### config.mk
export PLATFORM = sky130hd
export DESIGN_NAME = det3_seq
export DESIGN_NICKNAME = d
export VERILOG_FILES = /design/src/rtl/det3_pkg.sv /design/src/rtl/s8_mul_ovf.sv /design/src/rtl/det3_seq.sv
export SDC_FILE = /design/constraint.sdc
export NUM_CORES = 1
export LEC_CHECK = 0
export ABC_AREA = 1
export CORE_MARGIN = 4
export CORE_UTILIZATION = 63
export DETAILED_ROUTE_END_ITERATION = 10
export GPL_TIMING_DRIVEN = 0
export PLACE_DENSITY_LB_ADDON = 0.05
export SETUP_SLACK_MARGIN = 0.05
export SLEW_MARGIN = 5
export SYNTH_ARGS = -nofsm -noshare
export SYNTH_HDL_FRONTEND = slang
export SYNTH_SLANG_ARGS = --single-unit
### constraint.sdc
create_clock -name clk -period 6.95 [get_ports clk]
set_input_delay 1.7375 -clock clk [delete_from_list [all_inputs] [get_ports clk]]
set_output_delay 1.7375 -clock clk [all_outputs]
set_load 0.05 [all_outputs]
### src/rtl/det3_pkg.sv
// det3_pkg: shared definitions for the sequential 3x3 determinant engine.
//
// Contents:
//   W, NUM_ELEM, NUM_STEPS, NUM_TERMS   sizing constants
//   state_t                             FSM state encoding (LOAD/CALC/DONE)
//   SAT_MAX / SAT_MIN                   accumulator clamp limits
//   term_x/term_y/term_z/term_neg       Sarrus term operand index tables
//   clamp_sum                           9-bit sum -> 8-bit saturated result
//
// Elements are stored row-major: index = 3*row + col, so m00=0, m11=4, m22=8.
package det3_pkg;

  localparam int W         = 8;
  localparam int NUM_ELEM  = 9;
  localparam int NUM_STEPS = 12;
  localparam int NUM_TERMS = 6;

  typedef enum logic [1:0] {
    ST_LOAD = 2'd0,
    ST_CALC = 2'd1,
    ST_DONE = 2'd2
  } state_t;

  localparam logic [W-1:0] SAT_MAX = 8'h7F;  // +127
  localparam logic [W-1:0] SAT_MIN = 8'h80;  // -128

  // Term k is sign * m[x] * m[y] * m[z]; the first multiply pairs x and y,
  // the second multiplies that partial product by z.
  //   k0: +m00*m11*m22   k1: +m01*m12*m20   k2: +m02*m10*m21
  //   k3: -m02*m11*m20   k4: -m00*m12*m21   k5: -m01*m10*m22
  function automatic logic [3:0] term_x(input logic [2:0] k);
    case (k)
      3'd0:    term_x = 4'd0;
      3'd1:    term_x = 4'd1;
      3'd2:    term_x = 4'd2;
      3'd3:    term_x = 4'd2;
      3'd4:    term_x = 4'd0;
      3'd5:    term_x = 4'd1;
      default: term_x = 4'd0;
    endcase
  endfunction

  function automatic logic [3:0] term_y(input logic [2:0] k);
    case (k)
      3'd0:    term_y = 4'd4;
      3'd1:    term_y = 4'd5;
      3'd2:    term_y = 4'd3;
      3'd3:    term_y = 4'd4;
      3'd4:    term_y = 4'd5;
      3'd5:    term_y = 4'd3;
      default: term_y = 4'd0;
    endcase
  endfunction

  function automatic logic [3:0] term_z(input logic [2:0] k);
    case (k)
      3'd0:    term_z = 4'd8;
      3'd1:    term_z = 4'd6;
      3'd2:    term_z = 4'd7;
      3'd3:    term_z = 4'd6;
      3'd4:    term_z = 4'd7;
      3'd5:    term_z = 4'd8;
      default: term_z = 4'd0;
    endcase
  endfunction

  // 1 = the term is subtracted from the accumulator.
  function automatic logic term_neg(input logic [2:0] k);
    case (k)
      3'd3, 3'd4, 3'd5: term_neg = 1'b1;
      default:          term_neg = 1'b0;
    endcase
  endfunction

  // A 9-bit sign-extended sum has overflowed the 8-bit range when its top
  // two bits differ; bit 8 then carries the true sign of the result.
  function automatic logic [W-1:0] clamp_sum(input logic [W:0] sum);
    if (sum[W] != sum[W-1]) begin
      clamp_sum = sum[W] ? SAT_MIN : SAT_MAX;
    end else begin
      clamp_sum = sum[W-1:0];
    end
  endfunction

endpackage

### src/rtl/s8_mul_ovf.sv
// s8_mul_ovf: combinational signed 8x8 multiply returning the low byte of the
// 16-bit product plus a flag that is set when the product does not fit in a
// signed byte (upper byte differs from the sign-extension of bit 7).
//
// Ports:
//   a, b     in   W   signed operands
//   prod_lo  out  W   low W bits of a*b (wrapped result)
//   ovf      out  1   product overflowed the signed W-bit range
module s8_mul_ovf
  import det3_pkg::*;
(
  input  logic signed [W-1:0] a,
  input  logic signed [W-1:0] b,
  output logic        [W-1:0] prod_lo,
  output logic                ovf
);

  logic signed [2*W-1:0] full;

  always_comb begin
    full    = a * b;
    prod_lo = full[W-1:0];
    ovf     = (full[2*W-1:W] != {W{full[W-1]}});
  end

endmodule

### src/rtl/det3_seq.sv
// det3_seq: sequential 3x3 signed determinant engine.
//
// Nine signed elements are streamed in row-major order, then the six Sarrus
// terms are evaluated with a single shared multiplier over 12 cycles (two
// multiplies per term), accumulating into an 8-bit register. The result and
// a sticky overflow flag are held until the consumer takes them.
//
// Handshakes: a transfer happens on a rising edge where valid && ready are
// both high; valid, once raised by a producer, is expected to stay up with
// stable data until that edge. in_ready and out_valid depend only on the
// FSM state (and rst), never on in_valid or out_ready.
//
// Ports:
//   clk        in   1   clock, rising edge
//   rst        in   1   synchronous reset, active-high
//   in_valid   in   1   element present on in_data
//   in_ready   out  1   element accepted this cycle when in_valid is high
//   in_data    in   W   signed element, order m00,m01,m02,m10,...,m22
//   out_valid  out  1   det/ovf valid
//   out_ready  in   1   consumer accepts the result
//   det        out  W   signed determinant (wrapped, or saturated)
//   ovf        out  1   sticky overflow for the current computation
//   fsm_state  out  2   current FSM state, for observation
//
// Build option: define DET3_SATURATE_EN to clamp each accumulate to
// +127/-128 on overflow instead of wrapping. Multiply overflow always wraps.
module det3_seq
  import det3_pkg::*;
(
  input  logic         clk,
  input  logic         rst,
  input  logic         in_valid,
  output logic         in_ready,
  input  logic [W-1:0] in_data,
  output logic         out_valid,
  input  logic         out_ready,
  output logic [W-1:0] det,
  output logic         ovf,
  output state_t       fsm_state
);

  localparam logic [3:0] LAST_IDX  = 4'(NUM_ELEM - 1);
  localparam logic [3:0] LAST_STEP = 4'(NUM_STEPS - 1);

  state_t state;
  state_t state_next;

  logic [W-1:0] elem [NUM_ELEM];
  logic [3:0]   idx;
  logic [3:0]   step;
  logic [W-1:0] acc;
  logic [W-1:0] p;

  logic [2:0]   term;
  logic [W-1:0] mul_a;
  logic [W-1:0] mul_b;
  logic [W-1:0] mul_lo;
  logic         mul_ovf;
  logic [W:0]   acc_ext;
  logic [W:0]   t_ext;
  logic [W:0]   sum;
  logic         add_ovf;
  logic [W-1:0] acc_next;

  logic accept;
  logic last_accept;

  // ---------------------------------------------------------------------
  // FSM: state register
  // ---------------------------------------------------------------------
  always_ff @(posedge clk) begin
    if (rst) begin
      state <= ST_LOAD;
    end else begin
      state <= state_next;
    end
  end

  // ---------------------------------------------------------------------
  // FSM: next-state logic
  // ---------------------------------------------------------------------
  always_comb begin
    state_next = state;
    case (state)
      ST_LOAD: if (last_accept)                  state_next = ST_CALC;
      ST_CALC: if (step == LAST_STEP)            state_next = ST_DONE;
      ST_DONE: if (out_valid && out_ready)       state_next = ST_LOAD;
      default:                                   state_next = ST_LOAD;
    endcase
  end

  // ---------------------------------------------------------------------
  // FSM: outputs (state-derived only)
  // ---------------------------------------------------------------------
  always_comb begin
    in_ready  = (state == ST_LOAD) && !rst;
    out_valid = (state == ST_DONE);
  end

  assign fsm_state   = state;
  assign accept      = in_valid && in_ready;
  assign last_accept = accept && (idx == LAST_IDX);

  // ---------------------------------------------------------------------
  // Shared multiplier: even steps form m[x]*m[y], odd steps multiply the
  // held partial product p by m[z].
  // ---------------------------------------------------------------------
  assign term = step[3:1];

  always_comb begin
    mul_a = '0;
    mul_b = '0;
    if (!step[0]) begin
      mul_a = elem[term_x(term)];
      mul_b = elem[term_y(term)];
    end else begin
      mul_a = p;
      mul_b = elem[term_z(term)];
    end
  end

  s8_mul_ovf u_mul (
    .a       (mul_a),
    .b       (mul_b),
    .prod_lo (mul_lo),
    .ovf     (mul_ovf)
  );

  // ---------------------------------------------------------------------
  // Accumulate in 9 bits so both add and subtract overflow show up as a
  // disagreement between bits 8 and 7.
  // ---------------------------------------------------------------------
  always_comb begin
    acc_ext = {acc[W-1], acc};
    t_ext   = {mul_lo[W-1], mul_lo};
    if (term_neg(term)) begin
      sum = acc_ext - t_ext;
    end else begin
      sum = acc_ext + t_ext;
    end
    add_ovf = (sum[W] != sum[W-1]);
`ifdef DET3_SATURATE_EN
    acc_next = clamp_sum(sum);
`else
    acc_next = sum[W-1:0];
`endif
  end

  // ---------------------------------------------------------------------
  // Element storage. Not reset: a partial matrix is simply overwritten by
  // the next load, and writes are already blocked while rst is high.
  // ---------------------------------------------------------------------
  always_ff @(posedge clk) begin
    if (accept) begin
      elem[idx] <= in_data;
    end
  end

  // ---------------------------------------------------------------------
  // Datapath control registers
  // ---------------------------------------------------------------------
  always_ff @(posedge clk) begin
    if (rst) begin
      idx  <= '0;
      step <= '0;
      acc  <= '0;
      p    <= '0;
      ovf  <= 1'b0;
    end else begin
      case (state)
        ST_LOAD: begin
          if (accept) begin
            if (idx == LAST_IDX) begin
              // Starting a fresh computation: clear the previous result.
              idx  <= '0;
              step <= '0;
              acc  <= '0;
              ovf  <= 1'b0;
            end else begin
              idx <= idx + 4'd1;
            end
          end
        end
        ST_CALC: begin
          step <= (step == LAST_STEP) ? 4'd0 : step + 4'd1;
          if (!step[0]) begin
            p   <= mul_lo;
            ovf <= ovf | mul_ovf;
          end else begin
            acc <= acc_next;
            ovf <= ovf | mul_ovf | add_ovf;
          end
        end
        default: begin
          // DONE: result held stable until the output handshake.
        end
      endcase
    end
  end

  assign det = acc;

endmodule

Word level (Yosys, flattened, before mapping):

Memories as Yosys holds them, arrays and structs flattened.
Cells that the tools add are included.

* register bits after elaboration: 27
* memory bits (writable): 72
* output and inout bits: 13
* logic and storage cells: 83
* memories: 1

* $add $sub $neg: 4
* multiply operators: 1
* eq/ne operators: 17
* mux-type cells: 29
* bitwise logic cells: 3
* reduce and logical (&&, ||, !) cells: 22

Memories
* elem: depth 9, bits a word 8, rd ports 3, clocked after Yosys merged registers in 0, wr ports 1, RTL line det3_seq.sv:48 `logic [W-1:0] elem [NUM_ELEM];`

Operators with widths (count)
* $mux 8: 5
* $mux 4: 7
* $mul 8x8->16: 1
* $pmux 8 s2: 1
* $reduce_or 2->1: 8
* $pmux 4 s3: 1
* $add 8x8->9: 1
* $mux 9: 1
* $pmux 3 s3: 1
* $sub 8x8->9: 1
* $add 4x1->4 const B: 2
* $eq 4x4->1 const B: 2
* $ne 2x2->1 const B: 4
* $ne 8x8->1: 1
* $pmux 4 s2: 1
* $eq 3x2->1 const B: 2
* $eq 3x3->1 const B: 2
* $mux 1: 6
* $mux 2: 3
* $pmux 2 s3: 1
* $reduce_and 3->1: 2
* $logic_and 1x1->1: 4
* $ne 2x1->1 const B: 2
* $pmux 2 s2: 1
* other kinds (14): 16

Depth between registers and ports, before layout:

Gate-level depths: netlist of the first run.
An unclocked memory read counts as a cell.

* depth after elaboration: 13
* mapped depth: 43

Modules after synthesis:

From an unflattened synthesis of the first run, not the netlist that was laid out.

* cells, all modules: 947
* area total of the unflattened synthesis: 7846.3 µm²

Modules (own cells, without submodules)
* det3_seq: times used 1, cells each 542, area an instance 4981.0 µm², sequential area each 2702.6 µm²
* s8_mul_ovf: times used 1, cells each 405, area an instance 2865.2 µm², sequential area each 0.0 µm²

Worst setup path after synthesis of the first run:

No wires, ideal clock.

* path kind: register to register
* start: register step[3]
* end: register ovf
* data arrival time: 5.819 ns
* slack: 0.999 ns
* stages on the path, launching flop included: 36
* path buffers: 1
* clock period less this slack: 5.951 ns
* cells stage by stage: dfxtp_1 > inv_4 > nand2_4 > nand2_4 > nand2_4 > nand2_4 > buf_4 > nor2_1 > o21ai_0 > a31oi_2 > nor2_1 > fa_1 > fa_1 > inv_1 > fa_1 > fa_1 > inv_1 > ha_1 > inv_1 > nand4_1 > nand2_1 > nand3_1 > nand2_1 > inv_1 > ha_1 > a21oi_1 > o21ai_0 > o21bai_1 > inv_1 > nand3_1 > nand2_1 > nand2_1 > nand3_1 > nand3_1 > nand2_1 > a21oi_1

* word-level cells in the longest chain between the ends: 13

Ends and longest elaborated chain
* start: declaration: RTL line det3_seq.sv:50 `logic [3:0] step;`
* start signal: assignment: RTL line det3_seq.sv:185 `step <= (step == LAST_STEP) ? 4'd0 : step + 4'd1;`
* $eq 3x3->1, or another cell as far along
* $reduce_or 2->1 (no line)
* $pmux 3 s3, or another cell as far along: RTL line det3_pkg.sv:44 `case (k)`
* $mux 4: RTL line det3_seq.sv:113 `if (!step[0]) begin`
* $mem_v2 9x8
* $mux 8: RTL line det3_seq.sv:113
* $mul 8x8->16: RTL line s8_mul_ovf.sv:21 `full = a * b;`
* $add 8x8->9 or $sub 8x8->9 (tied branches): RTL line det3_seq.sv:139, det3_seq.sv:137
* $mux 9: RTL line det3_seq.sv:136 `if (term_neg(term)) begin`
* $ne 1x1->1: RTL line det3_seq.sv:141 `add_ovf = (sum[W] != sum[W-1]);`
* $or 1x1->1: RTL line det3_seq.sv:191 `ovf <= ovf | mul_ovf | add_ovf;`
* $mux 1 *: RTL line det3_seq.sv:186 `if (!step[0]) begin`
* $pmux 1 s2 *: RTL line det3_seq.sv:170 `case (state)`
* end signal: assignment: RTL line det3_seq.sv:188 `ovf <= ovf | mul_ovf;`
* end signal: assignment: RTL line det3_seq.sv:191
* end: declaration: RTL line det3_seq.sv:38 `output logic ovf,`

Mark *: on every way between the ends. The rest lies on a longest branch, timed or not. The select of a mux whose other input is x is not followed.
A chain may end at the register's enable or synchronous reset.

Worst setup path in the final report of the first run:

* start: register step[1]
* end: register ovf

The elaborated chain is that of the path after synthesis.

==> impl_metrics.sql, run 1 <==
INSERT INTO impl_metrics (metric_group, metric, value, unit) VALUES
('synthesis', 'synthesis.area', '7684', 'um^2'),
('global_routing', 'grt_max_degree', '19', ''),
('timing', 'fmax', '154.7', 'MHz'),
('synthesis', 'ys.warnings.count', '0', ''),
('route', 'antenna_violating_nets_post_route', '0', ''),
('setup_path', 'crit_path_max_incr_delay', '0.57', 'ns'),
('synthesis', 'netlist_instances', '918', ''),
('run_status', 'status', 'completed', ''),
('timing', 'layout_worst_path_cycle_share', '0.9298', ''),
('power_and_ir_drop', 'power.ir.vdd_worst', '0.0002628', 'V'),
('floorplan', 'chipWidth', '118.4', 'um'),
('placed_design', 'numPortBuffers', '24', ''),
('setup_path', 'cp_data_arrival_time', '6.69', 'ns'),
('synthesis', 'avgSynthCellArea', '8.370', 'um^2'),
('placed_design', 'globalplace.congestion', '0.9770', ''),
('clocking', 'clkSinkCount', '99', ''),
('synthesis', 'post_syn_nets', '1029', ''),
('global_routing', 'globalRouteTotalUtil', '0.2631', ''),
('route', 'drt_first_pass_iters', '5', ''),
('setup_path', 'worst_r2r_startpoint', 'step[1]$_SDFFE_PP0P_', ''),
('layout', 'fraction_of_layout_instances_using_a_drive_strength_above_1', '0.08884', ''),
('floorplan', 'placement_rows', '40', ''),
('clocking', 'cts-buffers-inserted', '9', ''),
('clocking', 'hold_buffers', '0', ''),
('timing', 'relSlewSlack', '0.1617', ''),
('route', 'routed_wirelength', '17.93', 'mm'),
('power_and_ir_drop', 'pwr_density_cell', '205.5', 'nW/um^2'),
('floorplan', 'io_pins', '25', ''),
('synthesis', 'netlist_top_cells_area', 'edfxtp_1 28%, fa_1 15%, nand2_1 10%, inv_1 7.9%, dfxtp_1 7.0%', ''),
('route', 'vias', '6224', ''),
('floorplan', 'die-area', '14030', 'um^2'),
('clocking', 'cts_root_buf', 'clkbuf_16', ''),
('timing', 'rsz0062_at_grt', 'no', ''),
('timing', 'slew_violations', '0', ''),
('placed_design', 'dpl.hpwl', '14.14', 'mm'),
('global_routing', 'grt_first_pass_wirelength', '29.62', 'mm'),
('synthesis', 'postSynthRegisterBits', '99', ''),
('synthesis', 'synth_ff_type', 'edfxtp_1', ''),
('placed_design', 'dpl.cell_count', '1089', ''),
('layout', 'instances_no_fill', '1115', ''),
('setup_path', 'path_class', 'flip-flop to flip-flop', ''),
('synthesis', 'synth_enable_flop_cells', '72', ''),
('timing', 'hold_viol_final', '0', ''),
('power_and_ir_drop', 'power.static_leakage', '0.003852', 'uW'),
('setup_path', 'worst_ep_required_time', '7.18', 'ns'),
('timing', 'final_critical_path_required_period', '6.462', 'ns'),
('layout', 'final_nets', '1074', ''),
('timing', 'final.setup_skew', '0.01319', 'ns'),
('synthesis', 'seq_area_frac_synth', '0.3517', ''),
('global_routing', 'grt_antenna_before_repair', '0', ''),
('synthesis', 'synth_largest_area_cell', 'edfxtp_1', ''),
('clocking', 'ctsLongestPathBuffers', '2', ''),
('setup_path', 'crit_top_cell', 'inv_1', ''),
('clocking', 'ctsHtreeMaxLevel', '3', ''),
('floorplan', 'core-area', '11960', 'um^2'),
('route', 'detailedRoute.firstIterationViolations', '367', ''),
('layout', 'fill_cells', '931', ''),
('synthesis', 'synth_cell_types', '56', ''),
('setup_path', 'slowest_stage', 'fa_1', ''),
('setup_path', 'critPathLaunchType', 'flip-flop', ''),
('clocking', 'cts_tree', 'built', ''),
('setup_path', 'critPathMaxFanout', '10', ''),
('route', 'post_drt_wl_per_cell', '16.08', 'um'),
('synthesis', 'synth_top_cell_area_share', '0.2814', ''),
('route', 'viasPerCell', '5.582', ''),
('layout', 'n_antenna_cell', '0', ''),
('clocking', 'clk_latency', '0.36', 'ns'),
('floorplan', 'die_height', '118.4', 'um'),
('power_and_ir_drop', 'total_power', '1766', 'uW'),
('timing', 'worst_hold_slack', '0.4885', 'ns'),
('clocking', 'clk_pin_slew', '0.07', 'ns'),
('min_path', 'hold_path_startpoint', 'det[2]$_SDFFE_PP0P_', ''),
('global_routing', 'grt_overflow', '0', ''),
('global_routing', 'grt_pass1_vias', '6232', ''),
('layout', 'synthToLayoutAreaGrowth', '11.84', '%'),
('setup_path', 'setup.worst_path.end_class', 'flip-flop', ''),
('route', 'drcViolationCount', '0', ''),
('layout', 'final_design_utilization', '0.7184', ''),
('min_path', 'worst_hold_check_path_type', 'flip-flop to flip-flop', ''),
('setup_path', 'setup.worst_path.start', 'step[1]$_SDFFE_PP0P_', ''),
('floorplan', 'start_util', '0.6424', ''),
('timing', 'finalSetupViolCount', '0', ''),
('synthesis', 'synth-async-reset-ratio', '0', ''),
('timing', 'tightest_slew', '1.248', 'ns'),
('job', 'maxCapViolCount', '0', '');
==> metal layers <==
metal | GRT usage | part of all wire | up-vias | wire (um)
li1 | - | - | 3054 | -
met1 | 0.3281 | 0.42 | 2945 | 7572
met2 | 0.4623 | 0.51 | 189 | 9135
met3 | 0.04211 | 0.044 | 36 | 789
met4 | 0.09776 | 0.024 | 0 | 437
met5 | 0 | 0 | - | 0
==> cell type report <==
class,count,area [um^2],area share
Timing Repair Buffer,34,327.8,0.03815
Multi-Input combinational cell,629,4343,0.5054
Tap cell,147,183.9,0.02140
Inverter,176,668.1,0.07775
Clock inverter,7,57.56,0.006698
Sequential cell,99,2708,0.3151
Clock buffer,9,225.2,0.02621
Buffer,14,80.08,0.009319
==> registers in the layout, summed over array words and instances (netlist names) <==
name	flops
elem	72
fsm_state	2
ovf	1
idx	4
step	4
det	8
p	8
==> layout by cell type (no fill, tap or decap), types with 25 or more instances in the layout <==
master	n
o21ai_0	51
a21oi_1	42
nand2_1	203
nand3_1	41
dfxtp_1	25
fa_1	55
ha_1	42
nor2_1	80
inv_1	161
edfxtp_1	72
==> worst max-delay path, delay by kind of cell, from the launching register on <==
kind | cells | cell delay (ns)
fa+ha+maj | 6 | 2.80
simple gates | 14 | 1.53
compound gates | 7 | 0.99
buf+inv | 7 | 0.69
flops | 1 | 0.33
==> worst paths after layout <==
path | endpoint | slack [ns] | depth (start not counted)
worst max-delay path | ovf$_SDFFE_PP0P_ | 0.49 | 34
worst max register to register | ovf$_SDFFE_PP0P_ | 0.49 | 34
worst min-delay path | det[2]$_SDFFE_PP0P_ | 0.49 | 2
worst min register to register | det[2]$_SDFFE_PP0P_ | 0.49 | 2
==> stage by stage <==
step	area [um^2]	setup WS, ns	TNS (ns)
2_1_floorplan	7684	0.9991	0
3_3_place_gp	8108	0.007693	0
3_5_place_dp	8108	-0.03044	-0.03044
4_1_cts	8416	0.06926	0
5_1_grt	8593	0.03230	0
6_report	8593	0.4879	0
==> Yosys cell counts, drive strengths merged (5+ instances only) <==
cell type  instances
edfxtp            72
nor3              15
nand4              5
nor2              82
nand3             44
a21oi             45
xor2               9
clkbuf             8
dfxtp             27
buf                6
fa                56
nand3b             7
o21ai             62
ha                43
inv              174
nand2            215
==> where the power goes <==
group	leakage, uW	internal (uW)	switching [uW]
Sequential	0.000869	637	2.67
Clock	0.000136	249	235
Combinational	0.00285	247	396
Total	0.00385	1130	633
==> cells by family after synthesis <==
family / count (synthesis) / synth area share
simple gates: 376 / 0.2089
buf+inv: 190 / 0.09624
compound gates: 141 / 0.1124
fa+ha+maj: 99 / 0.2159
flops: 99 / 0.3517
xor+xnor: 13 / 0.01482
==> what timing repair did <==
item	CTS	global route
gates resized for setup	4	25
pin swaps	0	4
buffers inserted	0	10
endpoints found under the setup margin	1	1
hold endpoints to repair	0	0
(Power assumes the default switching activity.)
==> inputs of run 2 (changes only) <==
--- a/config.mk
+++ b/config.mk
@@ -6,7 +6,7 @@
 export NUM_CORES = 1
 export LEC_CHECK = 0
 export ABC_AREA = 1
-export CORE_MARGIN = 4
+export CORE_ASPECT_RATIO = 0.9
 export CORE_UTILIZATION = 63
 export DETAILED_ROUTE_END_ITERATION = 10
 export GPL_TIMING_DRIVEN = 0
==> run 2 against run 1 <==
Register-to-register slack worse by 0.13 ns. Sequential power hardly changed. Sequential cell count stayed put. Clock power is 9.1% higher. Setup slack worse by 0.13 ns. Design area is 1.3% higher. First-iteration DRC count is 71% higher. Die area is 9.9% lower. Wire length is 3.8% higher.
==> impl_metrics.sql, run 2 (synthesized netlist as in run 1, its figures left out) <==
INSERT INTO impl_metrics (metric_group, metric, value, unit) VALUES
('timing', 'final.setup.worst_slack', '0.3592', 'ns'),
('clocking', 'ctsHtreeMaxLevel', '3', ''),
('layout', 'mostFrequentLayoutCells', '201 x nand2_1, 161 x inv_1, 80 x nor2_1', ''),
('timing', 'relSlewSlack', '0.1353', ''),
('timing', 'worst_hold_slack', '0.4903', 'ns'),
('layout', 'n_antenna_cell', '0', ''),
('power_and_ir_drop', 'power.switching_fraction', '0.3566', ''),
('route', 'routed_wirelength', '18.62', 'mm'),
('layout', 'layout.cells.most_common', 'nand2_1', ''),
('setup_path', 'setup.worst_path.end_class', 'flip-flop', ''),
('timing', 'tightest_slew', '1.287', 'ns'),
('global_routing', 'grt_overflow', '0', ''),
('layout', 'fraction_of_layout_instances_using_a_drive_strength_above_1', '0.1008', ''),
('layout', 'register_with_the_most_flip_flops', 'elem', ''),
('clocking', 'ctsLongestPathBuffers', '2', ''),
('layout', 'final_nets', '1078', ''),
('layout', 'fill_cells', '880', ''),
('setup_path', 'crit_path_max_incr_delay', '0.60', 'ns'),
('route', 'viasPerCell', '5.726', ''),
('floorplan', 'io_pins', '25', ''),
('layout', 'largest_register_ff_count', '72', ''),
('route', 'antenna_violating_nets_post_route', '0', ''),
('placed_design', 'dpl.hpwl', '14.22', 'mm'),
('floorplan', 'core-area', '11670', 'um^2'),
('global_routing', 'grt_antenna_before_repair', '0', ''),
('placed_design', 'placedInstanceArea', '8119', 'um^2'),
('timing', 'slew_violations', '0', ''),
('placed_design', 'preCtsSetupSlack', '-0.1511', 'ns'),
('layout', 'instances_no_fill', '1128', ''),
('timing', 'fmax', '151.7', 'MHz'),
('timing', 'layout_worst_path_cycle_share', '0.9483', ''),
('power_and_ir_drop', 'share_seq_of_total_power', '0.346', ''),
('power_and_ir_drop', 'power.static_leakage', '0.003890', 'uW'),
('power_and_ir_drop', 'power.ir.vdd_worst', '0.0001559', 'V'),
('clocking', 'clk_latency', '0.36', 'ns'),
('power_and_ir_drop', 'pwr_density_cell', '212.3', 'nW/um^2'),
('floorplan', 'start_util', '0.6586', ''),
('floorplan', 'die-area', '12640', 'um^2'),
('power_and_ir_drop', 'total_internal_power', '1188', 'uW'),
('job', 'maxCapViolCount', '0', ''),
('timing', 'hold_viol_final', '0', ''),
('timing', 'finalSetupViolCount', '0', ''),
('setup_path', 'cp_data_arrival_time', '6.82', 'ns'),
('clocking', 'clk_pin_slew', '0.07', 'ns'),
('clocking', 'clkSinkCount', '99', ''),
('clocking', 'cts_tree', 'built', ''),
('clocking', 'cts-buffers-inserted', '9', ''),
('setup_path', 'worst_ep_required_time', '7.18', 'ns'),
('setup_path', 'critPathLaunchType', 'flip-flop', ''),
('setup_path', 'path_class', 'flip-flop to flip-flop', ''),
('layout', 'synthToLayoutAreaGrowth', '13.24', '%'),
('placed_design', 'dpl.cell_count', '1098', ''),
('timing', 'final_critical_path_required_period', '6.591', 'ns'),
('floorplan', 'chipWidth', '118.4', 'um'),
('run_status', 'status', 'completed', ''),
('global_routing', 'grt_max_degree', '20', ''),
('power_and_ir_drop', 'comb_power_share', '0.368', ''),
('global_routing', 'grt_first_pass_wirelength', '30.36', 'mm'),
('layout', 'postLayoutCellArea', '8701', 'um^2'),
('floorplan', 'die_height', '106.8', 'um'),
('power_and_ir_drop', 'power.switching', '658.6', 'uW'),
('clocking', 'cts_root_buf', 'clkbuf_16', ''),
('global_routing', 'grt_pass1_vias', '6355', ''),
('global_routing', 'globalRouteTotalUtil', '0.3131', ''),
('route', 'post_drt_wl_per_cell', '16.51', 'um'),
('route', 'drcViolationCount', '0', ''),
('setup_path', 'critPathMaxFanout', '10', ''),
('timing', 'final.setup_skew', '0.01140', 'ns'),
('route', 'drt_first_pass_iters', '5', ''),
('route', 'detailedRoute.firstIterationViolations', '627', ''),
('power_and_ir_drop', 'share_clk_of_total_power', '0.285', ''),
('setup_path', 'slowest_stage', 'fa_1', ''),
('placed_design', 'globalplace.congestion', '0.9016', ''),
('floorplan', 'placement_rows', '37', ''),
('min_path', 'worst_hold_check_path_type', 'flip-flop to flip-flop', ''),
('setup_path', 'crit_top_cell', 'nand3_1', ''),
('route', 'vias', '6459', ''),
('placed_design', 'numPortBuffers', '24', ''),
('setup_path', 'buffer_and_inverter_count_on_the_worst_path', '8', ''),
('power_and_ir_drop', 'total_power', '1847', 'uW'),
('setup_path', 'critical-path-top-delay-family', 'adder cells', '');
==> run 2: cell types whose count changed in the layout (fill, tap and decap cells not counted), sizes merged <==
cell	delta
clkbuf	+1
clkinvlp	+1
bufinv	+1
buf	+3
inv	-1
clkinv	-1
==> run 2: through the flow <==
stage | setup TNS, ns | utilization
2_1_floorplan | 0 | -
3_3_place_gp | -0.04597 | 0.6959
3_5_place_dp | -0.1511 | 0.6959
4_1_cts | 0 | 0.7275
5_1_grt | -0.008868 | 0.7458
6_report | 0 | 0.7458
==> run 2: worst paths after layout <==
path                                      startpoint             endpoint  slack [ns]  cells past startpoint
worst max-delay path            step[3]$_SDFFE_PP0P_     ovf$_SDFFE_PP0P_        0.36                     36
worst min register to register   det[0]$_SDFFE_PP0P_  det[0]$_SDFFE_PP0P_        0.49                      2
worst max register to register  step[3]$_SDFFE_PP0P_     ovf$_SDFFE_PP0P_        0.36                     36
worst min-delay path             det[0]$_SDFFE_PP0P_  det[0]$_SDFFE_PP0P_        0.49                      2
==> run 2: layout make-up <==
| class | instances | area, um^2 | share of cell area |
|---|---|---|---|
| plain buffers | 14 | 85.08 | 0.009779 |
| well taps | 156 | 195.2 | 0.02243 |
| multi-input cells | 629 | 4367 | 0.5019 |
| clock inverters | 7 | 95.09 | 0.01093 |
| inverters | 176 | 668.1 | 0.07679 |
| repair buffers | 38 | 357.8 | 0.04113 |
| flip-flops and latches | 99 | 2708 | 0.3112 |
| clock buffers | 9 | 225.2 | 0.02588 |
==> run 2: power groups by stage <==
stage	Clock (uW)	Combinational (uW)	Sequential, uW
4_1_cts	530	620	640
3_5_place_dp	0	610	654
2_1_floorplan	0	470	653
6_report	527	680	640
3_3_place_gp	0	591	653
5_1_grt	550	769	640
==> run 2: metal layers <==
layer / share of wire / GRT usage / wire length, um
met2: 0.47 / 0.5172 / 8691
met4: 0.021 / 0.09132 / 387
met5: 0 / 0 / 0
met1: 0.44 / 0.4193 / 8111
met3: 0.077 / 0.06596 / 1430
==> run 2: worst reg2reg max path: cells and delay by family, from the launching register on <==
| family | cells | cell delay, ns |
|---|---|---|
| compound gates | 6 | 0.85 |
| flops | 1 | 0.38 |
| simple gates | 16 | 1.72 |
| buf+inv | 8 | 0.74 |
| fa+ha+maj | 6 | 2.76 |
==> run 2: timing repair <==
| action | in CTS | in global routing |
|---|---|---|
| hold buffers | 0 | 0 |
| gates resized for setup | 7 | 31 |
| buffers inserted | 2 | 12 |
| setup endpoints to repair | 1 | 1 |
| pin swaps | 2 | 7 |
| cloned | 0 | 0 |
